===== config.mk =====
export PLATFORM = sky130hd
export DESIGN_NAME = piso_serializer
export DESIGN_NICKNAME = d
export VERILOG_FILES = /design/src/rtl/piso_serializer.sv
export SDC_FILE = /design/constraint.sdc
export NUM_CORES = 1
export LEC_CHECK = 0
export BUFFER_PORTS_ARGS = -buffer_cell sky130_fd_sc_hd__buf_2
export CAP_MARGIN = 40
export CORE_AREA = 3 3 42 44
export CTS_CLUSTER_DIAMETER = 40
export DETAILED_ROUTE_END_ITERATION = 7
export DIE_AREA = 0 0 45 47
export PLACE_DENSITY = 0.72
export RECOVER_POWER = 100
export SYNTH_ARGS = -nofsm -noshare
export SYNTH_HDL_FRONTEND = slang
export SYNTH_SLANG_ARGS = --single-unit

===== constraint.sdc =====
create_clock -name clk -period 1.82 [get_ports clk]
set_input_delay 0.182 -clock clk [delete_from_list [all_inputs] [get_ports clk]]
set_output_delay 0.182 -clock clk [all_outputs]
set_load 0.02 [all_outputs]

===== src/rtl/piso_serializer.sv =====
// ---------------------------------------------------------------------------
// piso_serializer
//
// Parallel-in serial-out shift register. A WIDTH-bit word is accepted through
// a valid/ready handshake and sent out one bit per enabled clock on "so".
// Framing strobes mark the first and last bit of every frame. A new word may
// be accepted while the last bit of the current frame is on the line, which
// gives gapless back-to-back frames.
//
// Parameters
//   WIDTH      word length in bits (2..32)
//   MSB_FIRST  1 = din[WIDTH-1] goes out first, 0 = din[0] goes out first
//
// Ports
//   clk          system clock, rising edge
//   reset        synchronous active-low reset
//   din          parallel word to serialize
//   load_valid   din is valid, request to load
//   load_ready   a word can be accepted this cycle
//   shift_en     bit-rate enable; the frame advances only when high
//   so           serial data out
//   so_valid     so carries a frame bit this cycle
//   frame_start  first bit of a frame is on so
//   frame_done   last bit of a frame is on so
// ---------------------------------------------------------------------------
module piso_serializer #(
    parameter int WIDTH     = 8,
    parameter bit MSB_FIRST = 1'b1
) (
    input  logic             clk,
    input  logic             reset,
    input  logic [WIDTH-1:0] din,
    input  logic             load_valid,
    output logic             load_ready,
    input  logic             shift_en,
    output logic             so,
    output logic             so_valid,
    output logic             frame_start,
    output logic             frame_done
);

    localparam int CW = $clog2(WIDTH);
    localparam logic [CW-1:0] LAST = CW'(WIDTH - 1);

    typedef enum logic {
        IDLE,
        SHIFT
    } state_t;

    state_t         state;
    state_t         state_next;
    logic [WIDTH-1:0] sreg;
    logic [WIDTH-1:0] sreg_next;
    logic [WIDTH-1:0] sreg_shifted;
    logic [CW-1:0]  count;
    logic [CW-1:0]  count_next;
    logic           last_bit;
    logic           accept;

    // State, shift register and bit counter. Reset abandons any frame in
    // progress; since frame_done is derived from the state it never fires
    // for an abandoned frame.
    always_ff @(posedge clk) begin
        if (!reset) begin
            state <= IDLE;
            sreg  <= '0;
            count <= '0;
        end else begin
            state <= state_next;
            sreg  <= sreg_next;
            count <= count_next;
        end
    end

    // Output decode and next-state logic. The output bit always sits at the
    // end of sreg facing the line, so a shift moves the next bit into place
    // and zero-fills the opposite end. load_ready opens only in IDLE or on
    // the last bit of a frame when that bit is about to leave the line, so a
    // reload never overwrites a bit that has not been sent.
    always_comb begin
        state_next   = state;
        sreg_next    = sreg;
        count_next   = count;

        last_bit     = (state == SHIFT) && (count == LAST);
        sreg_shifted = MSB_FIRST ? {sreg[WIDTH-2:0], 1'b0} : {1'b0, sreg[WIDTH-1:1]};

        load_ready   = reset && ((state == IDLE) || (last_bit && shift_en));
        accept       = load_valid && load_ready;

        so_valid     = (state == SHIFT);
        so           = so_valid && (MSB_FIRST ? sreg[WIDTH-1] : sreg[0]);
        frame_start  = reset && (state == SHIFT) && (count == '0);
        frame_done   = reset && last_bit;

        case (state)
            IDLE: begin
                if (accept) begin
                    state_next = SHIFT;
                    sreg_next  = din;
                    count_next = '0;
                end
            end
            SHIFT: begin
                if (accept) begin
                    sreg_next  = din;
                    count_next = '0;
                end else if (shift_en) begin
                    sreg_next = sreg_shifted;
                    if (last_bit) begin
                        state_next = IDLE;
                        count_next = '0;
                    end else begin
                        count_next = count + CW'(1);
                    end
                end
            end
            default: begin
                state_next = IDLE;
                sreg_next  = '0;
                count_next = '0;
            end
        endcase
    end

endmodule

==> qor.csv <==
metric,value,unit
synth-seq-cells,12,
drt_iter0_drc,7,
syn_to_final_growth,14.34,%
synthXorXnorAreaFrac,0,%
worst_pin_slew,312.8,ps
post-dp-hpwl,1113,µm
wl,1593,µm
rsz0062_at_grt,no,
io_pins,17,
drc,0,
grt_usage,16.28,%
synthSimpleGateAreaFrac,29.02,%
coreArea,1471,µm²
fin_setup_tns,0,ps
powerDensity,687.2,nW/µm²
grt_first_pass_wirelength,2559,µm
cp-end-kind,output pin,
die_y,47,µm
status,completed,
drv_slew,0,
clock_latency,260,ps
clk_pin_slew,70,ps
diodes,0,
drive_gt1_share,27.47,%
num_vias,626,
place.gp.congestion,0.7458,
final_net_count,108,
skew,5.044,ps
worst-endpoint-required,1640,ps
ys_seq_area_share,33.57,%
syn_area,715.7,µm²
cap_violations,0,
synthAdderAreaFrac,5.245,%
dieArea,2115,µm²
ys_top_cells_by_area,"dfxtp_1, o311a_1, a21boi_1",
synth_top_area_share,33.57,%
synth_top_family_by_area,simple AND/OR/NAND/NOR gates,
arrival,1530,ps
max-slew-margin-rel,79.12,%
cts_setup_buffers,0,
antenna_left,0,
portBuffers,16,
antenna_found_initial,0,
path_class,reg2out,
synth-compound-area-share,25.00,%
start_util,48.64,%
critPathLaunchType,register,
wl_per_cell,14.89,µm
ir_worst_vdd,428.2,µV
synth_cell_types,20,
rows,14,
syn_nets,90,
cts_tree,built,
first_pass_iters,4,
final-hold-violation-count,0,
syn_inst,75,
grt_max_degree,15,
critPathMaxFanout,4,
via_per_inst,5.850,
setup_viol,0,
period_minus_slack,1712,ps
p_leak,0.3846,nW
cts_made_buffers,3,
cts.path.max_buffers,2,
hp-class,in2reg,
chipWidth,45,µm
whs,200.4,ps
cts.sinks,12,
clockRootBuffer,clkbuf_4,
first_global_vias,579,
fmax,0.5843,GHz
post-route-period-util,94.04,%
synthMuxAreaShare,0,%
syn_avg_cell_area,9.542,µm²
synth_warnings,0,
grt_overflow,0,
htree_levels,1,
fillerInstances,157,
yosysTopAreaCell,dfxtp_1,
==> per-stage QoR <==
stage	power [mW]	std cells	utilization, %	setup slack (ps)	cell area [µm²]
floorplan	0.3767	75	-	317.5	715.7
global placement	0.4100	104	54.51	95.24	802.0
detailed placement	0.4130	104	54.51	85.97	802.0
CTS	0.5697	107	56.04	74.62	824.5
global route	0.5934	107	55.61	35.49	818.3
finish	0.5623	107	55.61	108.4	818.3
==> layer usage <==
layer  share of wire, %  vias up  global-route usage, %
met1                 48      297                  20.55
met5                  0        -                      0
li1                   -      316                      -
met2                 48       11                  27.40
met4               0.75        0                  7.602
met3                3.2        2                  2.299
==> critical path, cell delays in order, from the launching register on <==
cell and delay (ps):
dfxtp_1 330, ha_1 200, ha_1 250, a21boi_1 260, nor2b_1 80, clkbuf_2 160
==> power breakdown <==
group          leakage [nW]  switching [mW]  internal, mW
Sequential           0.0988          0.0115         0.281
Combinational         0.272          0.0570        0.0564
Clock                0.0138          0.0801        0.0762
==> cells in the mapped netlist, drive strengths merged <==
master / number
and2: 2
nand2: 4
and3b: 1
and4b: 1
buf: 4
ha: 3
nand4: 1
nand3: 4
nand3b: 9
nor2b: 1
o311a: 7
inv: 2
and3: 8
clkbuf: 3
o21a: 1
dfxtp: 12
a21boi: 12
==> cell usage in the layout (no fill, tap or decap) <==
cell type | netlist | final
a21boi_1 | 9 | 8
clkbuf_1 | 3 | 3
o311a_1 | 7 | 7
and3_2 | 4 | 4
nor2b_1 | 1 | 1
buf_4 | 0 | 4
clkbuf_4 | 0 | 3
buf_2 | 2 | 12
a21boi_0 | 0 | 4
clkbuf_2 | 0 | 1
nand2_1 | 4 | 4
nand3_1 | 4 | 4
inv_1 | 2 | 2
and2_1 | 2 | 2
ha_1 | 3 | 3
nand3b_1 | 9 | 9
nand4_4 | 0 | 1
and3_1 | 4 | 4
and3b_1 | 1 | 1
dfxtp_1 | 12 | 12
and4b_1 | 1 | 1
o21a_1 | 1 | 1
==> registers in the layout, indices dropped and copies added, names as in the netlist <==
name      flops
count         3
so_valid      1
sreg          8
==> cells by family (layout without fill, tap and decap cells) <==
kind of cell / count (synthesis) / after routing
AND/OR/NAND/NOR: 31 / 31
AO/OA/AOI/OAI: 20 / 20
flip-flops: 12 / 12
buffers and inverters: 9 / 25
adder cells (fa/ha/maj): 3 / 3
==> path summary, 6_finish.rpt <==
| path | startpoint | end | slack [ps] | cells after the start |
|---|---|---|---|---|
| max | count[0] | load_ready | 110 | 5 |
| min | din[0] | sreg[0] | 200 | 3 |
| max reg2reg | count[1] | sreg[1] | 160 | 5 |
| min reg2reg | sreg[0] | sreg[0] | 490 | 2 |
==> cell type report <==
type / count / area (µm²) / share of cell area (%)
tap: 16 / 20.02 / 2.446
clock buffer: 3 / 22.52 / 2.752
sequential: 12 / 240.2 / 29.36
timing repair buffer: 20 / 106.4 / 13.00
multi-input combinational: 54 / 421.7 / 51.53
inverter: 2 / 7.507 / 0.9174
==> timing repair <==
item                                    in CTS  in global routing
resized for setup                            0                  1
hold buffers                                 0                  0
endpoints found under the setup margin       0                  7
No activity file was read; power rests on OpenSTA's default activity.
